[src/rtl/imem_loader_if.sv]
// Loader, control and fetch signals of the instruction memory loader, grouped for port use.
// master drives loads/fetches (core/host side); slave is the loader itself.
interface imem_loader_if #(
    parameter int ADDR_W = 32
);
    logic              ld_valid;
    logic [31:0]       ld_data;
    logic              ld_last;
    logic              ld_ready;
    logic              reload;
    logic              busy;
    logic              fetch_req;
    logic [ADDR_W-1:0] fetch_addr;
    logic              stall;
    logic              flush;
    logic [31:0]       inst;
    logic              inst_valid;
    logic [1:0]        fault;

    modport master (
        output ld_valid, ld_data, ld_last, reload, fetch_req, fetch_addr, stall, flush,
        input  ld_ready, busy, inst, inst_valid, fault
    );

    modport slave (
        input  ld_valid, ld_data, ld_last, reload, fetch_req, fetch_addr, stall, flush,
        output ld_ready, busy, inst, inst_valid, fault
    );
endinterface

[src/rtl/imem_loader.sv]
// Instruction memory: NOP-fills all words, accepts a program stream, then serves fetches one cycle after request.
// Load words are taken only in LOAD (ld_ready); stall holds and flush kills the registered fetch output.
module imem_loader #(
    parameter int          ADDR_W = 32,
    parameter int          DEPTH  = 64,
    parameter logic [31:0] NOP    = 32'h00000033
) (
    input  logic         clk,
    input  logic         rst,
    imem_loader_if.slave bus
);
    localparam int PTR_W = $clog2(DEPTH);
    localparam logic [PTR_W-1:0] LAST = PTR_W'(DEPTH - 1);

    typedef enum logic [1:0] {CLEAR, LOAD, RUN} state_t;

    state_t            state_q, state_d;
    logic [PTR_W-1:0]  ptr_q, ptr_d;
    logic [31:0]       inst_q, inst_d;
    logic              vld_q, vld_d;
    logic [1:0]        fault_q, fault_d;
    logic              mem_we;
    logic [31:0]       mem_wdat;
    logic [31:0]       mem_q [DEPTH];

    logic              mis, oor;
    logic [PTR_W-1:0]  rd_idx;

    // Any index bit above the memory range means the word lies past DEPTH-1.
    assign mis    = |bus.fetch_addr[1:0];
    assign oor    = |bus.fetch_addr[ADDR_W-1:PTR_W+2];
    assign rd_idx = bus.fetch_addr[PTR_W+1:2];

    always_comb begin
        state_d  = state_q;
        ptr_d    = ptr_q;
        mem_we   = 1'b0;
        mem_wdat = NOP;
        inst_d   = inst_q;
        vld_d    = vld_q;
        fault_d  = fault_q;

        case (state_q)
            CLEAR: begin
                mem_we = 1'b1;
                ptr_d  = ptr_q + PTR_W'(1);
                if (ptr_q == LAST) begin
                    state_d = LOAD;
                end
            end
            LOAD: begin
                if (bus.ld_valid) begin
                    mem_we   = 1'b1;
                    mem_wdat = bus.ld_data;
                    ptr_d    = ptr_q + PTR_W'(1);
                    if (bus.ld_last || ptr_q == LAST) begin
                        state_d = RUN;
                        ptr_d   = '0;
                    end
                end
            end
            RUN: begin
                if (bus.reload) begin
                    state_d = CLEAR;
                    ptr_d   = '0;
                end
            end
            default: begin
                state_d = CLEAR;
                ptr_d   = '0;
            end
        endcase

        // Fetch output path; reload and flush both force the idle/NOP output.
        if (state_q != RUN || bus.reload || bus.flush) begin
            inst_d  = NOP;
            vld_d   = 1'b0;
            fault_d = 2'b00;
        end else if (!bus.stall) begin
            if (bus.fetch_req) begin
                vld_d   = 1'b1;
                fault_d = {oor, mis};
                inst_d  = (oor || mis) ? NOP : mem_q[rd_idx];
            end else begin
                vld_d = 1'b0;
            end
        end
    end

    always_ff @(posedge clk) begin
        if (rst) begin
            state_q <= CLEAR;
            ptr_q   <= '0;
            inst_q  <= NOP;
            vld_q   <= 1'b0;
            fault_q <= 2'b00;
        end else begin
            state_q <= state_d;
            ptr_q   <= ptr_d;
            inst_q  <= inst_d;
            vld_q   <= vld_d;
            fault_q <= fault_d;
        end
    end

    // Storage carries no reset; every reset path runs CLEAR, which refills it.
    always_ff @(posedge clk) begin
        if (mem_we && !rst) begin
            mem_q[ptr_q] <= mem_wdat;
        end
    end

    assign bus.ld_ready   = (state_q == LOAD);
    assign bus.busy       = (state_q != RUN);
    assign bus.inst       = inst_q;
    assign bus.inst_valid = vld_q;
    assign bus.fault      = fault_q;
endmodule

[src/flat_wrapper.sv]
// flat-port wrapper written by rule: the top's interface ports become plain ports
module imem_loader_flat 
#(
    parameter int          ADDR_W = 32,
    parameter int          DEPTH  = 64,
    parameter logic [31:0] NOP    = 32'h00000033
)
  (clk, rst, bus_ld_valid, bus_ld_data, bus_ld_last, bus_reload, bus_fetch_req, bus_fetch_addr, bus_stall, bus_flush, bus_ld_ready, bus_busy, bus_inst, bus_inst_valid, bus_fault);
  imem_loader_if #(.ADDR_W(ADDR_W)) bus_i ();
  input  logic clk;
  input  logic rst;
  input wire logic [$bits(bus_i.ld_valid)-1:0] bus_ld_valid;
  input wire logic [$bits(bus_i.ld_data)-1:0] bus_ld_data;
  input wire logic [$bits(bus_i.ld_last)-1:0] bus_ld_last;
  input wire logic [$bits(bus_i.reload)-1:0] bus_reload;
  input wire logic [$bits(bus_i.fetch_req)-1:0] bus_fetch_req;
  input wire logic [$bits(bus_i.fetch_addr)-1:0] bus_fetch_addr;
  input wire logic [$bits(bus_i.stall)-1:0] bus_stall;
  input wire logic [$bits(bus_i.flush)-1:0] bus_flush;
  output wire logic [$bits(bus_i.ld_ready)-1:0] bus_ld_ready;
  output wire logic [$bits(bus_i.busy)-1:0] bus_busy;
  output wire logic [$bits(bus_i.inst)-1:0] bus_inst;
  output wire logic [$bits(bus_i.inst_valid)-1:0] bus_inst_valid;
  output wire logic [$bits(bus_i.fault)-1:0] bus_fault;
  assign bus_i.ld_valid = bus_ld_valid;
  assign bus_i.ld_data = bus_ld_data;
  assign bus_i.ld_last = bus_ld_last;
  assign bus_i.reload = bus_reload;
  assign bus_i.fetch_req = bus_fetch_req;
  assign bus_i.fetch_addr = bus_fetch_addr;
  assign bus_i.stall = bus_stall;
  assign bus_i.flush = bus_flush;
  assign bus_ld_ready = bus_i.ld_ready;
  assign bus_busy = bus_i.busy;
  assign bus_inst = bus_i.inst;
  assign bus_inst_valid = bus_i.inst_valid;
  assign bus_fault = bus_i.fault;
  imem_loader #(.ADDR_W(ADDR_W), .DEPTH(DEPTH), .NOP(NOP)) u_core (.clk(clk), .rst(rst), .bus(bus_i));
endmodule
[config.mk]
export PLATFORM = sky130hd
export DESIGN_NAME = imem_loader_flat
export DESIGN_NICKNAME = d
export VERILOG_FILES = /design/src/rtl/imem_loader_if.sv /design/src/rtl/imem_loader.sv /design/src/flat_wrapper.sv
export SDC_FILE = /design/constraint.sdc
export NUM_CORES = 2
export LEC_CHECK = 0
export CORE_UTILIZATION = 67
export CTS_BUF_LIST = sky130_fd_sc_hd__clkbuf_16
export CTS_CLUSTER_SIZE = 14
export DETAILED_ROUTE_END_ITERATION = 7
export PLACE_DENSITY = 0.84
export SETUP_SLACK_MARGIN = 0.1
export SLEW_MARGIN = 30
export SYNTH_ARGS = -nofsm -noshare
export SYNTH_HDL_FRONTEND = slang
export SYNTH_SLANG_ARGS = --single-unit
[constraint.sdc]
create_clock -name clk -period 5.4 [get_ports clk]
set_input_delay 0.81 -clock clk [delete_from_list [all_inputs] [get_ports clk]]
set_output_delay 0.81 -clock clk [all_outputs]
set_load 0.01 [all_outputs]
# ---- Yosys cells after proc, flatten, opt, wreduce, memory -nomap -nowiden
# Memory sizes are Yosys's and may differ from the RTL's.
# Index checks and enable logic that the tools add are counted.
dict set report totals {
  ff_bits 43
  ram_bits 2048
  in_bits 72
  output_inout_bits 37
  word_cells 46
  mem_count 1
}
# memory words width rd rd_ports_with_merged_regs write_ports line
set mem_list {}
lappend mem_list {u_core.mem_q 64 32 1 0 1 imem_loader.sv:24} ;# logic [31:0] mem_q [DEPTH];
dict set report op_classes {
  add_sub_neg 1
  n_eq_ne 8
  n_mux 17
  bitwise_logic 1
  reduce_logical 13
}
# op n
set op_table {}
lappend op_table {{$mux 32} 3}
lappend op_table {{$reduce_or 24->1} 1}
lappend op_table {{$mux 6} 3}
lappend op_table {{$pmux 6 s3} 1}
lappend op_table {{$mux 2} 4}
lappend op_table {{$add 6x1->6 const B} 1}
lappend op_table {{$eq 6x6->1 const B} 1}
lappend op_table {{$ne 2x2->1 const B} 3}
lappend op_table {{$pmux 2 s3} 1}
lappend op_table {{$logic_or 1x1->1} 4}
lappend op_table {{$mux 1} 4}
lappend op_table {{$ne 2x1->1 const B} 2}
lappend op_table {{$reduce_and 2->1} 2}
lappend op_table {{$reduce_and 4->1} 1}
lappend op_table {{$reduce_or 2->1} 2}
lappend op_table {{$eq 2x1->1 const B} 1}
lappend op_table {{$eq 2x2->1 const B} 1}
lappend op_table {{$logic_not 2->1} 1}
lappend op_table {{$pmux 1 s2} 1}
lappend op_table {{$logic_and 1x1->1} 1}
lappend op_table {{$logic_not 1->1} 1}
lappend op_table {{$not 1->1} 1}

# ---- Logic depth before layout (Yosys ltp)
dict set report logic_depth {
  word_depth 5
  ltp_mapped 11
  ltp_nobuf 6
}

# ---- Worst setup path after synthesis
# Ideal clock, no wire load.
dict set report synth_path {
  path_type {input to register}
  startpoint {in bus_ld_valid}
  endpoint {mem u_core.mem_q[63][0] (enable)}
  setup_ns 0.421
  arrival_ns 3.009
  t_required_ns 4.979
  path_slack_ns 1.970
  cell_stages 4
  n_path_buf 0
  path_cell_list {nor2_1 -> nor4b_1 -> nand3_1 -> nor2_1}
}
dict set report synth_between {
  elab_chain_len 5
}
# item line
set synth_lines {}
lappend synth_lines {{start, declared} flat_wrapper.sv:12} ;# input wire logic [$bits(bus_i.ld_valid)-1:0] bus_ld_valid;
lappend synth_lines {{$mux 1} imem_loader.sv:52} ;# if (bus.ld_valid) begin
lappend synth_lines {{$pmux 1 s2} imem_loader.sv:43} ;# case (state_q)
lappend synth_lines {{$logic_and 1x1->1} imem_loader.sv:108} ;# if (mem_we && !rst) begin
lappend synth_lines {{$mux 1} imem_loader.sv:108}
lappend synth_lines {{$mux 1 (implied by the code)} imem_loader.sv:109} ;# mem_q[ptr_q] <= mem_wdat;
lappend synth_lines {{end, declared} imem_loader.sv:24}
# Every way passes these cells.

# ---- Final worst setup path
dict set report layout_path {
  startpoint {reg u_core.state_q[1]}
  endpoint {reg u_core.inst_q[1], in the netlist u_core.bus.inst[1]}
}
dict set report layout_between {
  elab_chain_len 4
}
# item line
set layout_lines {}
lappend layout_lines {{start, declared} imem_loader.sv:17} ;# state_t state_q, state_d;
lappend layout_lines {{start signal, assigned} imem_loader.sv:98} ;# state_q <= state_d;
lappend layout_lines {{$ne 2x2->1} imem_loader.sv:75} ;# if (state_q != RUN || bus.reload || bus.flush) begin
lappend layout_lines {{$logic_or 1x1->1 (2 in a row)} imem_loader.sv:75}
lappend layout_lines {{$reduce_or 2->1 (no source line)} n/a}
lappend layout_lines {{end signal, assigned} imem_loader.sv:100} ;# inst_q <= inst_d;
lappend layout_lines {{end, declared} imem_loader.sv:19} ;# logic [31:0] inst_q, inst_d;
# Every way passes these cells.
# A chain may end at the register's enable or synchronous reset.

==> flow_metrics.py <==
metrics = {
    "critical_path": {
        "startpoint_type": "register",
        "path_depth": 5,
        "crit_fanout": 11,
        "cp_slowest_cell": "or4_4",
        "worstSetupEndpointType": "register",
        "crit_chain": "or3b_1 > or3_1 > or4_4 > nor4_1 > a21oi_1",
        "cp.arrival_ps": 4050,
        "crit_buf_inv": 0,
        "max_stage_delay_ps": 810,
        "ff2ff_setup_slack_ps": 2040,
        "rr_worst_depth": 5,
        "crit_type": "register to register",
        "cp.required_ps": 6080,
        "path_delay_family": "simple AND/OR/NAND/NOR gates",
    },
    "cts": {
        "clk_path_buf_depth": 3,
        "cts_root_buf": "clkbuf_16",
        "cts_buffers": 191,
        "cts_setup_buffers": 0,
        "clock_latency_ps": 820,
        "cts_sinks": 2091,
        "path_clk_slew_ps": 70,
        "ctsHoldBuffers": 0,
        "cts_tree": "yes",
        "h-tree-depth": 4,
        "cts_resized": 0,
    },
    "floorplanning": {
        "core_region_area_um2": 118000,
        "fp.dieArea_um2": 121000,
        "die_h_um": 348,
        "io_pins": 109,
        "fp-row-count": 126,
        "start_util": 0.677,
        "die_w_um": 348,
    },
    "global_route": {
        "grt_pass1_vias": 43698,
        "antenna_found_initial": 4,
        "track_usage": 0.377,
        "grt_overflow_total": 0,
        "grt_max_degree": 72,
        "grt_pass1_wl_mm": 316,
    },
    "place": {
        "numPortBuffers": 108,
        "hpwlAfterDp_mm": 123,
        "gp_congestion": 0.885,
        "postPlaceCellArea_um2": 84300,
    },
    "finish": {
        "final_cell_area_um2": 90400,
        "fill_cells": 5631,
        "syn2layout_area_growth_pct": 12.9,
        "final_nets": 4088,
        "final_util": 0.765,
        "drive_gt1_frac": 0.258,
    },
    "drt": {
        "drt_iter0_drc": 7573,
        "finalWirelength_mm": 225,
        "vias": 43796,
        "ant_nets": 0,
        "firstDrtPassIters": 8,
        "drc": 2,
        "wl_per_cell_um": 39.4,
        "routed_via_density": 7.66,
    },
    "timing": {
        "period_share": 0.623,
        "hold_viol_final": 0,
        "fin_crit_ps": 3360,
        "skew_ps": 41.3,
        "finalSetupViolations": 0,
        "rsz0062_at_grt": "false",
        "fmax_mhz": 297,
        "drv_slew": 0,
        "fin_setup_tns_ps": 0,
        "maxSlewHeadroom": 0.264,
        "worst_pin_slew_ps": 1100,
    },
    "synthesis": {
        "yosys.area.top_type": "edfxtp_1",
        "postSynthAreaPerCell_um2": 21.3,
        "syn_inst": 3764,
        "ys_seq_elements": 2091,
        "yosys_warnings": 0,
        "synthFlopType": "edfxtp_1",
        "syn-cell-area_um2": 80100,
        "synth_cell_types": 65,
        "synth_edf_count": 2048,
        "yosysTopAreaCellShare": 0.768,
        "synth_nets": 3837,
        "ys_seq_area_frac": 0.778,
        "synthTopCellsByArea": "edfxtp_1 (77%), mux4_2 (12%), mux2i_1 (1.9%), mux2_2 (1.5%), dfxtp_1 (1.1%)",
        "postSynth.asyncResetShare": 0,
    },
    "pwr": {
        "powerDensity_nw_per_um2": 351,
        "p_leak_nw": 28.1,
        "ir_worst_vdd_v": 0.000321,
    },
    "job": {
        "cap_viol_max_count": 0,
    },
    "worst_hold_path": {
        "whs_path_depth": 1,
        "min_path_type": "register to register",
    },
    "status": {
        "outcome": "finished, violations left",
        "violations": "DRC",
    },
}
power breakdown:
group | total, W | internal [W] | switching (W)
Sequential | 0.0176 | 0.0176 | 0.0000197
Clock | 0.0131 | 0.00703 | 0.00606
Combinational | 0.00107 | 0.000400 | 0.000669
flip-flops by register name (all words and copies together) (netlist names):
| name | flops |
|---|---|
| u_core.state_q | 2 |
| u_core.bus.inst | 32 |
| u_core.bus.inst_valid | 1 |
| u_core.bus.fault | 2 |
| u_core.mem_q | 2048 |
| u_core.ptr_q | 6 |
cell usage in the layout (no fill, tap or decap), drive strengths merged, types with 4 or more instances in the layout:
cell,Yosys,final
nand2,155,155
clkinvlp,0,6
nor4,9,9
mux2i,150,150
nor2,105,105
clkinv,1,94
nand4,4,4
o21ai,28,28
a211oi,20,20
a31o,7,7
a21oi,34,34
a22oi,85,85
nand2b,9,9
a221oi,21,21
a311o,4,4
and2,9,9
clkdlybuf4s50,0,103
nor2b,17,17
dfxtp,43,43
bufinv,0,11
mux4,415,415
o21bai,12,12
and3,36,36
o22ai,7,7
nand3b,4,4
o2111ai,30,30
buf,109,169
nand3,58,58
inv,4,59
a32o,9,9
or3,5,5
edfxtp,2048,2048
or2,4,4
a31oi,11,11
o221ai,22,22
clkbuf,106,193
mux2,106,106
a22o,31,31
o41ai,6,6
worst paths after layout:
| check | startpoint | endpoint |
|---|---|---|
| setup / recovery | u_core.state_q[1] | u_core.bus.inst[1] |
| hold / removal | u_core.bus.inst[17] | u_core.bus.inst[17] |
| setup reg to reg | u_core.state_q[1] | u_core.bus.inst[1] |
| hold reg to reg | u_core.bus.inst[17] | u_core.bus.inst[17] |
final cells by class:
type / count / area [µm²] / share of cell area
Clock inverter: 165 / 1180 / 0.0131
Timing Repair Buffer: 273 / 2640 / 0.0292
Tap cell: 1536 / 1920 / 0.0213
Clock buffer: 192 / 4800 / 0.0531
Multi-Input combinational cell: 1453 / 17500 / 0.193
Antenna cell: 1 / 2.50 / 0.0000277
Sequential cell: 2091 / 62400 / 0.690
Inverter: 5 / 18.8 / 0.000208
kinds of logic (layout without fill, tap and decap cells):
| group | Yosys count | in the layout | share of synthesized area |
|---|---|---|---|
| flops | 2091 | 2091 | 0.778 |
| mux | 671 | 671 | 0.150 |
| simple gates | 429 | 429 | 0.0249 |
| compound gates | 347 | 347 | 0.0336 |
| buf+inv | 220 | 635 | 0.0120 |
| xor+xnor | 5 | 5 | 0.000547 |
| fa+ha+maj | 1 | 1 | 0.000156 |
| other cells | 0 | 1 | 0 |
per-stage QoR:
stage               setup slack, ps  instances  total power [W]  hold slack [ps]
floorplan                      1970       3764           0.0186              478
CTS                            2080       5712           0.0317              483
global placement               1350       5350           0.0189              460
detailed placement             1290       5355           0.0190              460
finish                         2040       5716           0.0318              487
global route                   1910       5715           0.0323              499
cell usage after synthesis (all sizes together) (11+ instances only):
cell type	count
buf	109
mux2	106
nand2	155
nand3	58
a22o	31
o21ai	28
nor2b	17
o221ai	22
a22oi	85
o21bai	12
clkbuf	106
o2111ai	30
and3	36
mux4	415
nor2	105
a221oi	21
mux2i	150
a31oi	11
edfxtp	2048
a21oi	34
a211oi	20
dfxtp	43
layer usage:
| metal | up-vias | track usage | share of wire |
|---|---|---|---|
| li1 | 16298 | - | - |
| met1 | 21940 | 0.485 | 0.32 |
| met2 | 4642 | 0.593 | 0.47 |
| met3 | 910 | 0.0958 | 0.14 |
| met4 | 6 | 0.217 | 0.069 |
| met5 | - | 0 | 0.00015 |
Power figures use the tool's default switching activity.
